$ cat src/rtl/wb_port_if.sv
// Writeback port bundle: two requester channels (A = ALU, B = load return)
// plus the registered register-file write port driven by the arbiter.
interface wb_port_if #(
    parameter int ADDR_W = 5,
    parameter int DATA_W = 32
);
    logic              a_valid;
    logic [ADDR_W-1:0] a_addr;
    logic [DATA_W-1:0] a_data;
    logic              a_ready;

    logic              b_valid;
    logic [ADDR_W-1:0] b_addr;
    logic [DATA_W-1:0] b_data;
    logic              b_ready;

    logic              wr_en;
    logic [ADDR_W-1:0] wr_addr;
    logic [DATA_W-1:0] wr_data;
    logic              sel;

    // Pipeline side: drives requests, observes grants and the write port.
    modport master (
        output a_valid, a_addr, a_data, b_valid, b_addr, b_data,
        input  a_ready, b_ready, wr_en, wr_addr, wr_data, sel
    );

    // Arbiter side.
    modport slave (
        input  a_valid, a_addr, a_data, b_valid, b_addr, b_data,
        output a_ready, b_ready, wr_en, wr_addr, wr_data, sel
    );
endinterface

$ cat src/rtl/wb_port_arbiter.sv
// Round-robin arbiter for the single register-file write port shared by the
// ALU writeback (A) and load-return (B) paths. Grants are combinational; the
// winning write appears on the registered write port one cycle later.
// Writes to r0 are granted but discarded (wr_en stays low).
module wb_port_arbiter #(
    parameter int ADDR_W = 5,
    parameter int DATA_W = 32,
    parameter int CNT_W  = 8
) (
    input  logic             clk,
    input  logic             rst_n,
    input  logic             stall,
    wb_port_if.slave         bus,
    output logic [CNT_W-1:0] conflict_cnt
);

    typedef enum logic [1:0] {
        IDLE = 2'd0,
        WR_A = 2'd1,
        WR_B = 2'd2
    } state_t;

    state_t            state_q;
    state_t            state_d;
    logic              last_b;
    logic              a_grant;
    logic              b_grant;
    logic              both_valid;
    logic              sel_q;
    logic [ADDR_W-1:0] addr_q;
    logic [DATA_W-1:0] data_q;

    assign both_valid = bus.a_valid & bus.b_valid;

    // Grant: a lone requester wins; on contention the side that did not win
    // last time wins. Gated by rst_n so nothing is granted during reset.
    always_comb begin
        // NOTE: every combinational output gets a default first so no path
        // leaves it unassigned; that is what keeps this block latch-free.
        a_grant = 1'b0;
        b_grant = 1'b0;
        if (rst_n && !stall) begin
            if (both_valid) begin
                a_grant = last_b;
                b_grant = ~last_b;
            end else begin
                a_grant = bus.a_valid;
                b_grant = bus.b_valid;
            end
        end
    end

    assign bus.a_ready = a_grant;
    assign bus.b_ready = b_grant;

    // Next state: which requester's write will be on the port next cycle.
    always_comb begin
        state_d = IDLE;
        if (b_grant) begin
            state_d = WR_B;
        end else if (a_grant) begin
            state_d = WR_A;
        end
    end

    // State register.
    always_ff @(posedge clk or negedge rst_n) begin
        // NOTE: sequential state uses non-blocking assignments so every
        // register samples pre-edge values regardless of statement order.
        if (!rst_n) begin
            state_q <= IDLE;
        end else begin
            state_q <= state_d;
        end
    end

    // Capture the winner's write; hold everything (including the round-robin
    // pointer) when nothing transfers. last_b resets to 1 so A wins first.
    always_ff @(posedge clk or negedge rst_n) begin
        if (!rst_n) begin
            sel_q  <= 1'b0;
            addr_q <= '0;
            data_q <= '0;
            last_b <= 1'b1;
        end else if (b_grant) begin
            sel_q  <= 1'b1;
            addr_q <= bus.b_addr;
            data_q <= bus.b_data;
            last_b <= 1'b1;
        end else if (a_grant) begin
            sel_q  <= 1'b0;
            addr_q <= bus.a_addr;
            data_q <= bus.a_data;
            last_b <= 1'b0;
        end
    end

    // Saturating count of cycles in which both sides wanted the port.
    always_ff @(posedge clk or negedge rst_n) begin
        if (!rst_n) begin
            conflict_cnt <= '0;
        end else if (both_valid && !stall && (conflict_cnt != {CNT_W{1'b1}})) begin
            conflict_cnt <= conflict_cnt + 1'b1;
        end
    end

    // Write enable comes purely from registers: a write is on the port and
    // its destination is not r0.
    assign bus.wr_en   = (state_q != IDLE) && (addr_q != '0);
    assign bus.wr_addr = addr_q;
    assign bus.wr_data = data_q;
    assign bus.sel     = sel_q;

endmodule

$ cat src/flat_wrapper.sv
// flat-port wrapper written by rule: the top's interface ports become plain ports
module wb_port_arbiter_flat 
#(
    parameter int ADDR_W = 5,
    parameter int DATA_W = 32,
    parameter int CNT_W  = 8
)
  (clk, rst_n, stall, conflict_cnt, bus_a_valid, bus_a_addr, bus_a_data, bus_b_valid, bus_b_addr, bus_b_data, bus_a_ready, bus_b_ready, bus_wr_en, bus_wr_addr, bus_wr_data, bus_sel);
  wb_port_if #(.ADDR_W(ADDR_W), .DATA_W(DATA_W)) bus_i ();
  input  logic clk;
  input  logic rst_n;
  input  logic stall;
  output logic [CNT_W-1:0] conflict_cnt;
  input wire logic [$bits(bus_i.a_valid)-1:0] bus_a_valid;
  input wire logic [$bits(bus_i.a_addr)-1:0] bus_a_addr;
  input wire logic [$bits(bus_i.a_data)-1:0] bus_a_data;
  input wire logic [$bits(bus_i.b_valid)-1:0] bus_b_valid;
  input wire logic [$bits(bus_i.b_addr)-1:0] bus_b_addr;
  input wire logic [$bits(bus_i.b_data)-1:0] bus_b_data;
  output wire logic [$bits(bus_i.a_ready)-1:0] bus_a_ready;
  output wire logic [$bits(bus_i.b_ready)-1:0] bus_b_ready;
  output wire logic [$bits(bus_i.wr_en)-1:0] bus_wr_en;
  output wire logic [$bits(bus_i.wr_addr)-1:0] bus_wr_addr;
  output wire logic [$bits(bus_i.wr_data)-1:0] bus_wr_data;
  output wire logic [$bits(bus_i.sel)-1:0] bus_sel;
  assign bus_i.a_valid = bus_a_valid;
  assign bus_i.a_addr = bus_a_addr;
  assign bus_i.a_data = bus_a_data;
  assign bus_i.b_valid = bus_b_valid;
  assign bus_i.b_addr = bus_b_addr;
  assign bus_i.b_data = bus_b_data;
  assign bus_a_ready = bus_i.a_ready;
  assign bus_b_ready = bus_i.b_ready;
  assign bus_wr_en = bus_i.wr_en;
  assign bus_wr_addr = bus_i.wr_addr;
  assign bus_wr_data = bus_i.wr_data;
  assign bus_sel = bus_i.sel;
  wb_port_arbiter #(.ADDR_W(ADDR_W), .DATA_W(DATA_W), .CNT_W(CNT_W)) u_core (.clk(clk), .rst_n(rst_n), .stall(stall), .bus(bus_i), .conflict_cnt(conflict_cnt));
endmodule
$ cat config.mk
export PLATFORM = sky130hd
export DESIGN_NAME = wb_port_arbiter_flat
export DESIGN_NICKNAME = d
export VERILOG_FILES = /design/src/rtl/wb_port_if.sv /design/src/rtl/wb_port_arbiter.sv /design/src/flat_wrapper.sv
export SDC_FILE = /design/constraint.sdc
export NUM_CORES = 1
export LEC_CHECK = 0
export BUFFER_PORTS_ARGS = -buffer_cell sky130_fd_sc_hd__buf_2
export CAP_MARGIN = 10
export CORE_MARGIN = 2
export CORE_UTILIZATION = 40
export CTS_CLUSTER_DIAMETER = 80
export DETAILED_ROUTE_END_ITERATION = 16
export PLACE_DENSITY_LB_ADDON = 0.2
export SYNTH_ARGS = -nofsm -noshare
export SYNTH_HDL_FRONTEND = slang
export SYNTH_SLANG_ARGS = --single-unit
$ cat constraint.sdc
create_clock -name clk -period 4.15 [get_ports clk]
set_clock_uncertainty 0.05 [all_clocks]
set_input_delay 0.2075 -clock clk [delete_from_list [all_inputs] [get_ports clk]]
set_output_delay 0.2075 -clock clk [all_outputs]
set_load 0.02 [all_outputs]
==> run metrics, run 1 <==
outcome finished, final reports clean; cell-internal power slightly below 1 mW; area of the mapped netlist between 2000 and 2500 µm²; proportion of power drawn by the clock network about a quarter; yosys synthesis warning count 0; Synth Area in Simple Gates 16.2%; Compound-Gate Fraction of Synth Area between 10% and 20%; fin worst setup slack slightly below 2000 ps; DPL Wire Length ~4300 µm; antenna cell count 0; FMAX roughly 460 MHz; final number of setup-violating endpoints 0; slew margin rel. roughly 28%; fraction of layout cells with a size suffix above 1 between 40 and 50%; final period utilization between 50 and 60%; Post CTS Setup Buffer Count 0; Synth async-reset ratio 100%; largest family of logic cells by synthesized area compound AO/OA/AOI/OAI gates; RSZ-0062 raised after global routing false; Final Hold Viols 0; most frequent cell after synthesis dfrtp_1; leading area contributor after synthesis dfrtp_1; syn_area_per_cell approximately 12 µm²; worst vdd ir 0.259 mV; core footprint roughly 5500 µm²; DRT iter0 DRCs approximately 120; P_sw between 0.4 and 0.5 mW; Seq cells post-synth a little under 50; Synth top area share ~53%; GRT Total Usage roughly a fifth; Sw Share 34.0%; num rows 27; Cell Count, Final, Fillers Out between 300 and 400; drt drc 0; Die Y between 70 and 80 µm; Slew Viols, Final 0; Via-to-Cell Ratio 5.37; Combinational Power Share 30.7%; clock sinks 49; number of synthesized flops with an enable pin 0; post-layout net count 386; Initial Util around two fifths; multiplexer share of the synthesized area between 2 and 2.5%; crit end category output pin; clock buffer depth 2; Worst-path clk slew around 100 ps; hold crit path type input pin to async pin; DRT Pass-1 Iters 4; Reg power frac 45.1%; largest net degree at the start of global routing 50; insertion delay to the later sink of the worst-skew pair just under 300 ps; min Tclk post-route approximately 2200 ps; Arrival @ worst endpoint between 1500 and 2000 ps; Die Area roughly 6300 µm²; first-pass GRT wire length roughly 9400 µm; WHS around 30 ps; critical path peak fanout 38; ys flop type dfrtp_1; Synth area leaders dfrtp_1 (53%), a221o_1 (16%), and3_1 (11%); Pwr per Cell Area 488 nW/µm²; vias roughly 2.0k; CTS tree done; Clock Tree Root clkbuf_8; Final GP Congestion just under 0.8; Die Width between 70 and 80 µm; # port buffers about 130; post-route ant nets 0; H-tree Lvls 2; kind of critical path register to output pin; Layout fillers ~510; commonest cells in the netlist dfrtp_1 (48), and3_1 (39), a221o_1 (37), clkbuf_1 (7), nand2_1 (6); post-synthesis xor/xnor area fraction less than 1%; post-DR wirelength/cell roughly 16 µm; CTS Buf Count 5; CP required between 3000 and 4000 ps; adder-cell share of the synthesized area less than 1%; Mapped Nets ~270; placed cell count between 300 and 400; post-CTS sizing 0; vias in the first global route approximately 1.9k; Lkg Pwr ~1.7 nW; sequential share of the synthesized area roughly 54%; reg-to-reg setup timing slack 2170 ps; Mapped Cells around 190; post-synth cell types 34; DP Worst Slack 2160 ps; Setup crit start kind register; routed wire length ~6200 µm; I/O pin cnt approximately 130; worst-margin pin slew 1080 ps; grt total ovfl 0; setup TNS 0 ps; Area Growth Syn to Fin 32.7%; MaxCap Viol Count 0; initial antenna violation count 0; Hold-fix buffers, CTS 0
through the flow:
step | instance area, µm² | utilization (%) | power [mW]
after floorplan | 2260 | - | 0.935
after global placement | 2880 | 52.6 | 1.11
after detailed placement | 2880 | 52.6 | 1.12
after CTS | 3000 | 54.8 | 1.48
after global routing | 3000 | 54.8 | 1.55
final | 3000 | 54.8 | 1.46
sequential cells by signal (all words and copies together) (netlist names):
| register | count |
|---|---|
| u_core.bus.wr_data | 32 |
| u_core.conflict_cnt | 8 |
| u_core.bus.wr_addr | 5 |
| u_core.state_q | 2 |
| u_core.bus.sel | 1 |
| u_core.last_b | 1 |
cell type report:
cell class / instances / area, µm² / share of cell area (%)
inverter: 5 / 18.8 / 0.626
clock inverter: 2 / 37.5 / 1.25
tap: 72 / 90.1 / 3.01
multi-input combinational: 115 / 883 / 29.5
timing repair buffer: 130 / 658 / 22.0
sequential: 49 / 1230 / 40.9
clock buffer: 6 / 82.6 / 2.75
kinds of logic after synthesis:
logic type               Yosys count
adder cells (fa/ha/maj)            1
buffers and inverters             21
AO/OA/AOI/OAI                     46
flip-flops                        49
XOR/XNOR                           2
AND/OR/NAND/NOR                   61
multiplexers                       5
cell usage in the layout (no fill, tap or decap), drive strengths merged, types with 4 or more instances in the layout:
cell type  count
inv            5
o21ai          5
buf          130
dfrtp         48
mux2           4
nand2          6
and3          40
a221o         37
clkbuf         6
worst paths after layout:
path                                    start                      to  cells past startpoint
worst max-delay path            u_core.last_b             bus_b_ready                      4
worst min-delay path                    rst_n       u_core.state_q[0]                      2
worst max register to register  u_core.last_b  u_core.bus.wr_data[17]                      3
worst min register to register  u_core.last_b           u_core.last_b                      2
max in group asynchronous               rst_n  u_core.conflict_cnt[2]                      2
min in group clk                bus_a_data[5]   u_core.bus.wr_data[5]                      2
metal layers:
layer	vias to the layer above	global-route usage, %	routed length [µm]	share of wire [%]
li1	965	-	-	-
met1	992	25.8	2690	43
met2	69	30.8	3020	49
met3	10	4.20	370	6.0
met4	0	6.03	97	1.6
met5	-	0	0	0
critical path, cell delays in order (launching register included):
cell and delay (ps):
dfstp_2 540, nand2_1 560, nand2_1 280, inv_1 70
buf_2 160
power by group through the flow:
stage / combinational (mW) / sequential (mW) / clock (mW)
after floorplan: 0.156 / 0.779 / 0
after global placement: 0.449 / 0.665 / 0
after detailed placement: 0.453 / 0.666 / 0
after CTS: 0.454 / 0.658 / 0.363
after global routing: 0.486 / 0.674 / 0.390
final: 0.448 / 0.659 / 0.355
(Power assumes the default switching activity.)
==> run 2: changes to the inputs <==
ABC_AREA = 1   (was default)
clock period = 1.8 ns   (was 4.15 ns; I/O delays follow)
==> run 2 against run 1 <==
  * Sequential power increased by 120%
  * Via count increased by 27%
  * Synthesized cell count increased by 54%
  * Critical path depth increased by 3
  * Count of clock-buffer cells in the layout unchanged
  * Cell count increased by 48%
  * First-iteration DRC count increased by 24%
  * Clock power increased by 75%
  * Non-clock buffer count increased by 77
  * Sequential cell count unchanged
  * Power increased by 110%
  * Die area increased by 1.0%
  * Largest cell class is now buffers
  * Highest routed layer unchanged
==> run metrics, run 2 <==
most frequent cells in the layout nand2_1 (147), buf_2 (127), dlygate4sd3_1 (75); Cell Count, Final, Fillers Out about 560; slew margin rel. just under 70%; Arrival @ worst endpoint about 1600 ps; critical path peak fanout 39; Clock Tree Root clkbuf_8; Synth area leaders dfrtp_1 (53%), nand2_1 (24%), nand3_1 (9.2%); Lkg Pwr 2.02 nW; Die Width between 70 and 80 µm; Pwr per Cell Area between 800 and 900 nW/µm²; Initial Util roughly two fifths; I/O pin cnt around 130; # port buffers around 130; first-pass GRT wire length about 11000 µm; Mapped Nets ~370; FMAX 590 MHz; grt total ovfl 0; syn_area_per_cell 8.01 µm²; Final GP Congestion 0.799; DRT Pass-1 Iters 4; CTS Buf Count 5; initial antenna violation count 0; commonest cells in the netlist nand2_1 (147), dfrtp_1 (48), nand3_1 (42), inv_1 (10), nor2_1 (6); hold crit path type input pin to register; H-tree Lvls 2; fin worst setup slack 106 ps; DP Worst Slack around 310 ps; Compound-Gate Fraction of Synth Area under 10%; number of flip-flops in the largest register 32; ys flop type dfrtp_1; fin util between 60% and 70%; post-synth cell types 20; vias 2594; Combinational Power Share around 34%; largest net degree at the start of global routing slightly above 50; Final Hold Viols 0; Placed Area between 2000 and 3000 µm²; adder-cell share of the synthesized area 0.548%; Seq cells post-synth 49; largest family of logic cells by synthesized area simple AND/OR/NAND/NOR gates; number of synthesized flops with an enable pin 0; cell-internal power between 2 and 2.5 mW; worst vdd ir 0.476 mV; clock sinks just under 50; commonest non-fill, non-tap cell in the layout nand2_1; crit end category output pin; GRT Total Usage a little under a quarter; post-layout net count roughly 570; sequential share of the synthesized area between 50% and 60%; post-DR wirelength/cell around 13 µm; multiplexer share of the synthesized area 0%; WHS slightly above 70 ps; yosys synthesis warning count 0; Die Area 6330 µm²; min Tclk post-route around 1700 ps; outcome finished, final reports clean; post-route ant nets 0; Synth top area share a little over half; worst-margin pin slew about 470 ps; Worst-path clk slew approximately 80 ps; Tot Pwr a little over 3 mW; core footprint approximately 5500 µm²; clock buffer depth 2; num rows 27; kind of critical path input pin to output pin; design area 3820 µm²; routed wire length 7110 µm; insertion delay to the later sink of the worst-skew pair slightly below 300 ps; Mapped Cells 285; RSZ-0062 raised after global routing false; Post CTS Setup Buffer Count 0; Setup crit start kind input pin; proportion of power drawn by the clock network 20.0%; Via-to-Cell Ratio 4.62; CP required around 1700 ps; placed cell count roughly 480; post-synthesis xor/xnor area fraction around 1.2%; final number of setup-violating endpoints 0; P_sw between 1 and 1.5 mW; MaxCap Viol Count 0; DRT iter0 DRCs about 140; Slew Viols, Final 0; antenna cell count 0; Reg power frac ~47%; vias in the first global route 2456; fraction of layout cells with a size suffix above 1 between 30% and 40%; Sw Share 35.2%; CTS tree done; drt drc 0; Die Y slightly below 80 µm; Synth async-reset ratio 100%; most frequent cell after synthesis nand2_1; area of the mapped netlist about 2300 µm²; final period utilization 94.1%; Area Growth Syn to Fin 67.2%; DPL Wire Length approximately 4000 µm; setup TNS 0 ps; leading area contributor after synthesis dfrtp_1; Synth Area in Simple Gates roughly 37%
[run 2: changes by cell type after synthesis, sizes merged, moves of 2 or more]
cell    change
a221o      -37
and3       -40
and3b       -2
buf         +2
clkbuf      -7
inv         +8
mux2        -4
nand2     +142
nand3      +42
nor2        +7
o21ai       -2
xor2        +2
[run 2: layout make-up]
type	instances	area, µm²
fill	443	1690
timing repair buffer	207	1440
sequential	49	1230
multi-input combinational	212	922
tap	72	90.1
clock buffer	6	72.6
inverter	13	55.1
clock inverter	2	10.0
[run 2: cells by family after synthesis]
| logic type | Yosys count |
|---|---|
| compound gates | 4 |
| flops | 49 |
| buf+inv | 24 |
| xor+xnor | 3 |
| fa+ha+maj | 1 |
| simple gates | 204 |
[run 2: power by group through the flow]
stage / combinational [mW] / clock, mW / sequential (mW)
6_report: 1.04 / 0.621 / 1.44
5_1_grt: 1.14 / 0.688 / 1.47
4_1_cts: 1.04 / 0.654 / 1.44
3_5_place_dp: 0.915 / 0 / 1.46
3_3_place_gp: 0.898 / 0 / 1.46
2_1_floorplan: 0.291 / 0 / 1.70
[run 2: critical path, stage by stage]
cell           delay (ps)
dlygate4sd3_1         520
buf_2                 120
inv_1                  60
nor2_2                130
nand3_2               140
inv_6                 270
buf_2                 230
[run 2: worst paths after layout]
kind / start / endpoint / slack (ps) / cells after the start
min in group asynchronous: rst_n / u_core.conflict_cnt[2] / 330 / 3
worst min-delay path: bus_a_valid / u_core.state_q[0] / 70 / 3
max in group asynchronous: rst_n / u_core.last_b / 1010 / 3
worst min register to register: u_core.bus.wr_data[22] / u_core.bus.wr_data[22] / 430 / 2
worst max register to register: u_core.conflict_cnt[1] / u_core.conflict_cnt[4] / 350 / 8
worst max-delay path: rst_n / bus_b_ready / 110 / 7
[run 2: timing repair]
| item | in CTS | in global routing |
|---|---|---|
| hold endpoints to repair | 85 | 0 |
| endpoints found under the setup margin | 1 | 25 |
| hold buffers | 75 | 0 |
| gates resized for setup | 1 | 3 |
[run 2: routing by layer]
| metal | GRT usage (%) | share of wire (%) | vias up | wire (µm) |
|---|---|---|---|---|
| li1 | - | - | 1299 | - |
| met1 | 27.7 | 41 | 1186 | 2890 |
| met2 | 39.2 | 51 | 97 | 3640 |
| met3 | 5.66 | 6.5 | 12 | 460 |
| met4 | 8.62 | 1.8 | 0 | 131 |
| met5 | 0 | 0 | - | 0 |
